===== config.mk =====
export PLATFORM = sky130hd
export DESIGN_NAME = multdiv_flat
export DESIGN_NICKNAME = d
export VERILOG_FILES = /design/src/rtl/multdiv_pkg.sv /design/src/rtl/multdiv_if.sv /design/src/rtl/multdiv_addsub.sv /design/src/rtl/multdiv.sv /design/src/flat_wrapper.sv
export SDC_FILE = /design/constraint.sdc
export NUM_CORES = 1
export LEC_CHECK = 0
export CAP_MARGIN = 10
export CORE_MARGIN = 2
export CORE_UTILIZATION = 65
export DETAILED_ROUTE_END_ITERATION = 10
export HOLD_SLACK_MARGIN = 0.06
export PLACE_DENSITY = 0.93
export SETUP_SLACK_MARGIN = 0.3
export SLEW_MARGIN = 5
export SYNTH_ARGS = -nofsm -noshare
export SYNTH_HDL_FRONTEND = slang
export SYNTH_SLANG_ARGS = --single-unit

===== constraint.sdc =====
create_clock -name clock -period 10.4 [get_ports clock]
set_input_delay 1.04 -clock clock [delete_from_list [all_inputs] [get_ports clock]]
set_output_delay 1.04 -clock clock [all_outputs]
set_load 0.1 [all_outputs]

===== src/rtl/multdiv_pkg.sv =====
// rtl/multdiv_pkg.sv - shared types and constants for the multiply/divide unit
//
// Purpose: FSM state encoding, iteration count, counter width and the
//          most-negative 32-bit integer used for the divide overflow case.
// Ports:   none (package).
package multdiv_pkg;

   typedef enum logic [2:0] {
      IDLE,
      MUL,
      DIV,
      FIX,
      DONE
   } state_t;

   localparam int ITERS = 32;
   localparam int CNT_W = 6;
   localparam logic [31:0] INT_MIN = 32'h80000000;

endpackage


===== src/rtl/multdiv_if.sv =====
// rtl/multdiv_if.sv - operand/result bus between execute stage and multdiv
//
// Purpose: groups the operand, start and result signals of the unit.
// Ports:   data_operandA/B, ctrl_MULT, ctrl_DIV (master -> slave);
//          data_result, data_exception, data_resultRDY (slave -> master).
interface multdiv_if #(
   parameter int WIDTH = 32
);

   logic [WIDTH-1:0] data_operandA;
   logic [WIDTH-1:0] data_operandB;
   logic             ctrl_MULT;
   logic             ctrl_DIV;
   logic [WIDTH-1:0] data_result;
   logic             data_exception;
   logic             data_resultRDY;

   modport master (
      output data_operandA, data_operandB, ctrl_MULT, ctrl_DIV,
      input  data_result, data_exception, data_resultRDY
   );

   modport slave (
      input  data_operandA, data_operandB, ctrl_MULT, ctrl_DIV,
      output data_result, data_exception, data_resultRDY
   );

endinterface


===== src/rtl/multdiv_addsub.sv =====
// rtl/multdiv_addsub.sv - shared add/subtract for Booth, divide and sign fix
//
// Purpose: sum = a + b when sub = 0, a - b when sub = 1.
// Ports:   a, b (W-bit operands), sub (select), sum (W-bit result).
module multdiv_addsub #(
   parameter int W = 33
) (
   input  logic [W-1:0] a,
   input  logic [W-1:0] b,
   input  logic         sub,
   output logic [W-1:0] sum
);

   // Two's complement subtract: invert b and inject the carry-in.
   assign sum = a + (sub ? ~b : b) + {{(W-1){1'b0}}, sub};

endmodule


===== src/rtl/multdiv.sv =====
// rtl/multdiv.sv - iterative signed multiply (Booth) / divide (non-restoring)
//
// Purpose: 32-step radix-2 Booth multiply and 32-step non-restoring divide on
//          magnitudes with a final sign fix. A start in any state restarts.
// Ports:   clock, reset (async, active-high);
//          bus (multdiv_if.slave): operands, ctrl_MULT/ctrl_DIV start pulses,
//          registered data_result/data_exception, data_resultRDY pulse.
module multdiv
   import multdiv_pkg::*;
#(
   parameter int WIDTH = 32
) (
   input  logic      clock,
   input  logic      reset,
   multdiv_if.slave  bus
);

   localparam int AW = WIDTH + 1;

   state_t           state, state_nxt;
   logic [CNT_W-1:0] cnt;
   logic [AW-1:0]    acc;        // Booth accumulator / partial remainder
   logic [AW-1:0]    m;          // multiplicand (sign-extended) or |divisor|
   logic [WIDTH-1:0] q;          // multiplier / quotient
   logic             q_m1;
   logic             neg;
   logic             ovf;
   logic [WIDTH-1:0] result_q;
   logic             exc_q;
   logic             rdy;

   logic             start, is_mul, div_zero, last;
   logic [WIDTH-1:0] abs_a, abs_b;
   logic [AW-1:0]    add_a, add_b, sum;
   logic             add_sub;
   logic [AW-1:0]    booth_acc, div_shift;
   logic [WIDTH-1:0] prod_hi, prod_lo;
   logic             mul_ovf;

   assign start    = bus.ctrl_MULT | bus.ctrl_DIV;
   assign is_mul   = bus.ctrl_MULT;
   assign div_zero = ~bus.ctrl_MULT & (bus.data_operandB == '0);
   assign last     = (cnt == CNT_W'(ITERS - 1));

   // INT_MIN maps onto itself, which read as unsigned is exactly 2^31.
   assign abs_a = bus.data_operandA[WIDTH-1] ? -bus.data_operandA : bus.data_operandA;
   assign abs_b = bus.data_operandB[WIDTH-1] ? -bus.data_operandB : bus.data_operandB;

   // Booth: only 01/10 pairs take the adder result; the shift is applied after.
   assign booth_acc = (q[0] ^ q_m1) ? sum : acc;
   assign prod_hi   = booth_acc[AW-1:1];
   assign prod_lo   = {booth_acc[0], q[WIDTH-1:1]};
   assign mul_ovf   = (prod_hi != {WIDTH{prod_lo[WIDTH-1]}});

   // Non-restoring: remainder and quotient shift left together.
   assign div_shift = {acc[WIDTH-1:0], q[WIDTH-1]};

   multdiv_addsub #(.W(AW)) u_addsub (
      .a   (add_a),
      .b   (add_b),
      .sub (add_sub),
      .sum (sum)
   );

   always_ff @(posedge clock or posedge reset) begin
      if (reset) state <= IDLE;
      else       state <= state_nxt;
   end

   always_comb begin
      state_nxt = state;
      case (state)
         IDLE:    state_nxt = IDLE;
         MUL:     state_nxt = last ? DONE : MUL;
         DIV:     state_nxt = last ? FIX : DIV;
         FIX:     state_nxt = DONE;
         DONE:    state_nxt = IDLE;
         default: state_nxt = IDLE;
      endcase
      if (start) begin
         if (is_mul)        state_nxt = MUL;
         else if (div_zero) state_nxt = DONE;
         else               state_nxt = DIV;
      end
   end

   always_comb begin
      add_a   = '0;
      add_b   = '0;
      add_sub = 1'b0;
      rdy     = 1'b0;
      case (state)
         MUL: begin
            add_a   = acc;
            add_b   = m;
            add_sub = q[0];
         end
         DIV: begin
            add_a   = div_shift;
            add_b   = m;
            add_sub = ~acc[AW-1];
         end
         FIX: begin
            add_a   = '0;
            add_b   = {1'b0, q};
            add_sub = 1'b1;
         end
         DONE:    rdy = 1'b1;
         default: ;
      endcase
   end

   always_ff @(posedge clock or posedge reset) begin
      if (reset) begin
         cnt      <= '0;
         acc      <= '0;
         m        <= '0;
         q        <= '0;
         q_m1     <= 1'b0;
         neg      <= 1'b0;
         ovf      <= 1'b0;
         result_q <= '0;
         exc_q    <= 1'b0;
      end else if (start) begin
         cnt  <= '0;
         acc  <= '0;
         q_m1 <= 1'b0;
         neg  <= bus.data_operandA[WIDTH-1] ^ bus.data_operandB[WIDTH-1];
         ovf  <= (bus.data_operandA == INT_MIN) && (bus.data_operandB == '1);
         if (is_mul) begin
            q <= bus.data_operandB;
            m <= {bus.data_operandA[WIDTH-1], bus.data_operandA};
         end else begin
            q <= abs_a;
            m <= {1'b0, abs_b};
         end
         if (div_zero) begin
            result_q <= '0;
            exc_q    <= 1'b1;
         end
      end else begin
         case (state)
            MUL: begin
               acc  <= {booth_acc[AW-1], booth_acc[AW-1:1]};
               q    <= prod_lo;
               q_m1 <= q[0];
               cnt  <= cnt + 1'b1;
               if (last) begin
                  result_q <= prod_lo;
                  exc_q    <= mul_ovf;
               end
            end
            DIV: begin
               acc <= sum;
               q   <= {q[WIDTH-2:0], ~sum[AW-1]};
               cnt <= cnt + 1'b1;
            end
            FIX: begin
               result_q <= neg ? sum[WIDTH-1:0] : q;
               exc_q    <= ovf;
            end
            default: ;
         endcase
      end
   end

   assign bus.data_result    = result_q;
   assign bus.data_exception = exc_q;
   assign bus.data_resultRDY = rdy;

endmodule


===== src/flat_wrapper.sv =====
// flat-port wrapper written by rule: the top's interface ports become plain ports
module multdiv_flat import multdiv_pkg::*;
#(
   parameter int WIDTH = 32
)
  (clock, reset, bus_data_operandA, bus_data_operandB, bus_ctrl_MULT, bus_ctrl_DIV, bus_data_result, bus_data_exception, bus_data_resultRDY);
  multdiv_if #(.WIDTH(WIDTH)) bus_i ();
  input  logic clock;
  input  logic reset;
  input wire logic [$bits(bus_i.data_operandA)-1:0] bus_data_operandA;
  input wire logic [$bits(bus_i.data_operandB)-1:0] bus_data_operandB;
  input wire logic [$bits(bus_i.ctrl_MULT)-1:0] bus_ctrl_MULT;
  input wire logic [$bits(bus_i.ctrl_DIV)-1:0] bus_ctrl_DIV;
  output wire logic [$bits(bus_i.data_result)-1:0] bus_data_result;
  output wire logic [$bits(bus_i.data_exception)-1:0] bus_data_exception;
  output wire logic [$bits(bus_i.data_resultRDY)-1:0] bus_data_resultRDY;
  assign bus_i.data_operandA = bus_data_operandA;
  assign bus_i.data_operandB = bus_data_operandB;
  assign bus_i.ctrl_MULT = bus_ctrl_MULT;
  assign bus_i.ctrl_DIV = bus_ctrl_DIV;
  assign bus_data_result = bus_i.data_result;
  assign bus_data_exception = bus_i.data_exception;
  assign bus_data_resultRDY = bus_i.data_resultRDY;
  multdiv #(.WIDTH(WIDTH)) u_core (.clock(clock), .reset(reset), .bus(bus_i));
endmodule

==> qor.log, run 1 <==
[timing] worst setup slack after layout 4368 ps
[synthesis] cells after synthesis 1,629
[timing] maximum operating frequency 165.8 MHz
[clocking] cell chosen for the clock root clkbuf_16
[synthesis] per-instance average area after synthesis 7.519 um^2
[floorplanning] Ports 102
[timing] number of pins exceeding their max-slew limit in the final report 0
[critical_path] Bufs and invs on worst path 1
[global_route] maximum number of pins on one net before global-route repair 126
[clocking] clock-pin transition on the worst setup and hold timing paths 70 ps
[critical_path] critical path startpoint category flop
[status] run status completed
[synthesis] number of synthesized flops with an enable pin 0
[critical_path] Arr. time, crit path 6370 ps
[timing] transition time at the pin with the least slew margin 1110 ps
[clocking] Sinks on Clock Net 143
[critical_path] type of the worst setup path reg2reg
[finish] Total Nets Final 1,751
[timing] Slew HR 26.02%
[placement] Post-Place Setup Slack 4618 ps
[floorplanning] DIE AREA 19,960 um^2
[critical_path] cell occurring most often along the worst timing path mux2i_1
[timing] unrepaired setup endpoints after global routing no
[detailed_routing] average wire per standard cell 21.54 um
[global_route] remaining global-route overflow 0
[synthesis] portion of synthesized cell area occupied by the leading cell type 29.22%
[clocking] TritonCTS clock tree yes
[clocking] TritonCTS buffer count 17
[detailed_routing] remaining design rule violation count 0
[floorplanning] Starting Density 65.92%
[finish] area growth from synthesis to final layout 13.15%
[clocking] Post-CTS Setup Inserts 0
[global_route] wire length of the first global-routing pass 64,490 um
[finish] fill cell total of the finished layout 1,353
[critical_path] worst stage delay on the critical path 880 ps
[detailed_routing] DRC violation total after the first TritonRoute iteration 2,218
[pwr] peak ir drop on the vdd network 0.1459 mV
[placement] HPWL Detailed 28,050 um
[floorplanning] row count 50
[detailed_routing] DR vias 13,360
[floorplanning] area of the core 18,580 um^2
[synthesis] count of cell types in the netlist 69
[clocking] number of instances resized during post-cts repair 0
[pwr] leakage 5.705 nW
[global_route] GRT Total Usage 40.69%
[detailed_routing] per-cell via count in the routed design 7.053
[synthesis] cell type with the largest total area after synthesis dfrtp_1
[timing] worst-case clock skew 12.24 ps
[floorplanning] die outline height 141.3 um
[synthesis] synthesized net count 1,733
[critical_path] list of cells traversed by the critical path nor2b_1, nor2b_4, buf_4, a22o_1, ha_1, nand2_1, o21ai_0, nor3_1, a211oi_1, o31ai_1, xnor2_1, mux2i_1, or4_1, mux2i_1, o2111ai_1, o21a_1
[timing] final critical path time including I/O delays and setup 6032 ps
[placement] quantity of I/O buffers inserted on ports 101
[flow_run] Max Cap Violations 0
[timing] setup tns final 0 ps
[synthesis] most numerous cell types in the synthesized netlist nand2_1 (263), nor2_1 (184), dfrtp_1 (143)
[finish] antenna cells 0
[placement] last weighted congestion value of the routability-driven placer 1.009
[hold_path] min-delay worst type reg2reg
[detailed_routing] wire length reported by the detailed router 40,810 um
[critical_path] peak fanout along the critical path 45
[clocking] Hold-fix buffers, CTS 0
[detailed_routing] Detailed Routing Iterations Pass 1 6
[global_route] antenna violations before repair 0
[clocking] maximum number of buffers from clock root to sink 2
[synthesis] sequential fraction of the synthesis area 29.22%
[finish] share of post-route cells with drive strength above 1 5.000%
[timing] final worst-path cycle share 58.00%
[synthesis] prevailing post-synth register cell dfrtp_1
[critical_path] nature of the critical path endpoint flop
[clocking] H-tree lvl count 4
[clocking] insertion delay to the later sink of the worst-skew pair 440 ps
[floorplanning] die boundary width 141.3 um
[critical_path] Slowest cell on crit path nor2b_4
[detailed_routing] residual antenna-violating net count after detailed routing 0
[synthesis] number of synthesized register bits 143
[pwr] Power Dens Cells 180.4 nW/um^2
[global_route] number of global-route vias before repair 12,060
[timing] endpoints failing hold 0
[synthesis] summed instance area of the synthesized netlist 12,250 um^2
[synthesis] Yosys warnings 0
[critical_path] cell type group with the largest total delay on the critical path simple AND/OR/NAND/NOR gates
[timing] Setup Viol. Count Final 0
[critical_path] required time at the endpoint of the critical path 10,740 ps
[synthesis] count leader, synth nand2_1
[synthesis] async set-reset flop share out of synthesis 100.0%
[synthesis] Area contributors post-synth dfrtp_1 (29%), nand2_1 (8.1%), xnor2_1 (6.0%), o21ai_0 (5.7%), nor2_1 (5.6%)
## metrics by stage
stage | utilization, % | std cells | total power, mW | cell area (um^2) | hold slack, ps
3_5_place_dp | 71.54 | 1862 | 1.852 | 13290 | 478.9
6_report | 74.59 | 1894 | 2.500 | 13860 | 489.4
3_3_place_gp | 71.54 | 1862 | 1.827 | 13290 | 467.5
2_1_floorplan | - | 1629 | 1.539 | 12250 | 450.3
4_1_cts | 74.59 | 1894 | 2.465 | 13860 | 494.3
5_1_grt | 74.59 | 1894 | 2.600 | 13860 | 526.6
## power breakdown
group | switching [mW] | internal, mW
clock network | 0.295 | 0.318
logic | 0.808 | 0.364
registers | 0.0876 | 0.628
## worst reg2reg max path, cell delays in order, from the launching register on
cell and delay, ps:
dfrtp_1 520, nor2b_1 370, nor2b_4 880, buf_4 520
a22o_1 210, ha_1 320, nand2_1 110, o21ai_0 410
nor3_1 150, a211oi_1 660, o31ai_1 200, xnor2_1 320
mux2i_1 170, or4_1 550, mux2i_1 180, o2111ai_1 140
o21a_1 220
## metal layers
metal / wire length, um / up-vias / part of all wire [%] / GRT usage (%)
met2: 17920 / 1019 / 44 / 63.18
met1: 15480 / 6239 / 38 / 56.86
li1: - / 5939 / - / -
met5: 0 / - / 0 / 0
met3: 5810 / 161 / 14 / 8.606
met4: 1596 / 0 / 3.9 / 14.00
## cell families (layout without fill, tap and decap cells)
group,Yosys count,after routing,share of synthesized area [%]
adders and majority gates,36,36,3.739
muxes,50,50,4.158
buffers and inverters,136,167,4.209
xor gates and xnor gates,128,128,9.153
DFF,143,143,29.22
and+or+nand+nor,592,592,21.05
AOI/OAI and AO/OA,544,544,28.47
## cell usage in the layout, fill, tap and decap left out, drive strengths merged, types with 35 or more instances in the layout
cell type,netlist,layout
dfrtp,143,143
clkdlybuf4s50,0,99
xor2,44,44
o21ai,173,173
mux2i,43,43
nor2,184,184
a22oi,35,35
nand2,263,263
xnor2,84,84
ha,35,35
a21oi,127,127
## flip-flops by register name (all words and copies together) (netlist names)
| signal | cells |
|---|---|
| u_core.bus.data_result | 32 |
| u_core.q_m1 | 1 |
| u_core.bus.data_exception | 1 |
| u_core.neg | 1 |
| u_core.q | 32 |
| u_core.cnt | 6 |
| u_core.ovf | 1 |
| u_core.acc | 33 |
| u_core.m | 33 |
| u_core.state | 3 |
## worst paths after layout
kind	from	endpoint	slack, ps	cells past startpoint
worst max-delay path	u_core.state[1]	u_core.bus.data_exception	4370	16
worst min-delay path	u_core.bus.data_result[1]	u_core.bus.data_result[1]	490	2
worst max register to register	u_core.state[1]	u_core.bus.data_exception	4370	16
worst min register to register	u_core.bus.data_result[1]	u_core.bus.data_result[1]	490	2
max in group asynchronous	reset	u_core.q[14]	7890	3
min in group asynchronous	reset	u_core.bus.data_result[1]	1090	2
## layout make-up
| class | count | area (um^2) | area share (%) |
|---|---|---|---|
| clock buffer | 17 | 425.4 | 3.070 |
| timing repair buffer | 121 | 1156 | 8.342 |
| sequential | 143 | 3578 | 25.82 |
| inverter | 14 | 57.56 | 0.4153 |
| multi-input combinational | 1350 | 8208 | 59.23 |
| tap | 234 | 292.8 | 2.113 |
| clock inverter | 15 | 140.1 | 1.011 |
(Power assumes the default switching activity.)
==> run 2, diff against run 1 <==
- CORE_UTILIZATION: 65 -> 60
- PLACE_DENSITY: 0.93 -> 0.87
- clock period: 10.4 -> 5.75 ns (I/O delays scaled with it)
==> qor.log, run 2 (synthesis results as in run 1) <==
[status] run status completed
[clocking] TritonCTS clock tree yes
[timing] setup tns final 0 ps
[global_route] grt peak-use layer met2
[critical_path] worst stage delay on the critical path 750 ps
[clocking] cell chosen for the clock root clkbuf_16
[timing] final critical path time including I/O delays and setup 5214 ps
[placement] HPWL Detailed 28,910 um
[detailed_routing] average wire per standard cell 21.22 um
[pwr] Power, Total 4.570 mW
[global_route] wire length of the first global-routing pass 65,190 um
[pwr] peak ir drop on the vdd network 0.2522 mV
[finish] biggest regs u_core.acc: 33 flops, u_core.m: 33 flops
[detailed_routing] Detailed Routing Iterations Pass 1 6
[clocking] maximum number of buffers from clock root to sink 2
[timing] maximum operating frequency 191.8 MHz
[finish] Total Nets Final 1,762
[timing] number of pins exceeding their max-slew limit in the final report 0
[placement] quantity of I/O buffers inserted on ports 101
[pwr] leakage 5.778 nW
[finish] highest-count cells in the layout ignoring fill and taps nand2_1 (262), nor2_1 (184), dfrtp_1 (143), o21ai_0 (138), a21oi_1 (126)
[floorplanning] area of the core 20,100 um^2
[finish] share of post-route cells with drive strength above 1 6.164%
[critical_path] Arr. time, crit path 5550 ps
[clocking] insertion delay to the later sink of the worst-skew pair 440 ps
[clocking] Hold-fix buffers, CTS 0
[finish] final core utilization 70.02%
[clocking] Sinks on Clock Net 143
[finish] area growth from synthesis to final layout 14.94%
[detailed_routing] DR vias 13,210
[critical_path] type of the worst setup path reg2reg
[global_route] antenna violations before repair 0
[timing] endpoints failing hold 0
[clocking] H-tree lvl count 4
[critical_path] cell occurring most often along the worst timing path xnor2_1
[critical_path] Slowest cell on crit path dfrtp_1
[critical_path] list of cells traversed by the critical path nand2b_2, nand2_2, buf_4, a22oi_1, xnor2_1, ha_1, nand2_1, nor2_1, nand3_1, a2111oi_0, a211oi_1, xnor2_1, o21ai_0, nor4_1, a41o_1, o2111ai_1, o21a_1
[finish] fill cell total of the finished layout 1,651
[floorplanning] DIE AREA 21,570 um^2
[hold_path] Worst Hold Path Cells 2
[placement] standard cell area after detailed placement 13,410 um^2
[placement] last weighted congestion value of the routability-driven placer 0.9872
[clocking] TritonCTS buffer count 17
[detailed_routing] residual antenna-violating net count after detailed routing 0
[floorplanning] die boundary width 146.9 um
[detailed_routing] wire length reported by the detailed router 41,220 um
[detailed_routing] DRC violation total after the first TritonRoute iteration 1,630
[floorplanning] Ports 102
[global_route] remaining global-route overflow 0
[flow_run] Max Cap Violations 0
[floorplanning] row count 52
[finish] most frequent standard cell in the layout excluding fill and tap cells nand2_1
[detailed_routing] remaining design rule violation count 0
[finish] final cell area excluding filler cells 14,080 um^2
[critical_path] required time at the endpoint of the critical path 6080 ps
[global_route] met1 GRT Util 52.24%
[global_route] number of global-route vias before repair 12,120
[timing] transition time at the pin with the least slew margin 1137 ps
[critical_path] peak fanout along the critical path 24
[clocking] clock-pin transition on the worst setup and hold timing paths 70 ps
[timing] Slew HR 23.74%
[detailed_routing] per-cell via count in the routed design 6.801
[global_route] GRT Total Usage 37.85%
[critical_path] critical path startpoint category flop
[global_route] maximum number of pins on one net before global-route repair 124
[timing] final worst-path cycle share 90.68%
[floorplanning] Starting Density 60.92%
[critical_path] nature of the critical path endpoint flop
[hold_path] min-delay worst type reg2reg
[global_route] met3 Resource Use GR 8.913%
[pwr] Power Dens Cells 324.6 nW/um^2
[floorplanning] die outline height 146.9 um
[timing] Setup Viol. Count Final 0
[timing] unrepaired setup endpoints after global routing no
[critical_path] number of cell instances on the worst register-to-register path 17
[global_route] global-route met2 utilization 58.38%
[timing] worst hold slack 487.5 ps
[timing] worst-case clock skew 10.99 ps
-- run 2: cell count changes in the layout (fill, tap and decap cells not counted), moves of 2 or more --
cell | previous run | this run
buf_12 | 0 | 3
a211oi_1 | 32 | 30
buf_4 | 22 | 30
a211oi_2 | 0 | 2
-- run 2: stage by stage --
stage	setup slack, ps	std cells
finish	536.1	1942
global route	309.8	1941
CTS	395.9	1935
detailed placement	440.9	1903
global placement	552.7	1903
floorplan	849.8	1629
-- run 2: layout make-up --
class	count	area, um^2	share of cell area [%]
multi-input cells	1350	8245	58.57
flip-flops and latches	143	3578	25.42
repair buffers	132	1276	9.066
clock buffers	18	439.2	3.120
well taps	270	337.8	2.400
clock inverters	14	140.1	0.9955
inverters	14	57.56	0.4089
diodes	1	2.502	0.01778
-- run 2: worst max-delay path, delay by kind of cell (launching register included) --
family,cells,cell delay [ps]
AO/OA/AOI/OAI,7,1840
adder cells (fa/ha/maj),1,410
XOR/XNOR,2,480
AND/OR/NAND/NOR,6,1320
flip-flops,1,750
buffers and inverters,1,290
-- run 2: path summary, 6_finish.rpt --
kind / start / to / slack, ps
setup / recovery: u_core.state[2] / u_core.bus.data_exception / 540
hold / removal: u_core.bus.data_result[11] / u_core.bus.data_result[11] / 490
setup reg to reg: u_core.state[2] / u_core.bus.data_exception / 540
hold reg to reg: u_core.bus.data_result[11] / u_core.bus.data_result[11] / 490
max in group asynchronous: reset / u_core.q[3] / 3830
min in group asynchronous: reset / u_core.acc[27] / 730
-- run 2: layer usage --
metal  vias up  part of all wire, %
met1      6195                   40
met2       909                   45
met5         -                    0
met3       130                   12
met4         0                  3.6
li1       5974                    -
-- run 2: what timing repair did --
item,CTS,global route
setup buffers,0,6
endpoints found under the setup margin,0,3
resized for setup,0,9
-- run 2: report_power, final --
group | switching [mW] | internal [mW] | leakage, nW
Combinational | 1.48 | 0.682 | 3.68
Clock | 0.529 | 0.589 | 0.281
Sequential | 0.158 | 1.14 | 1.82
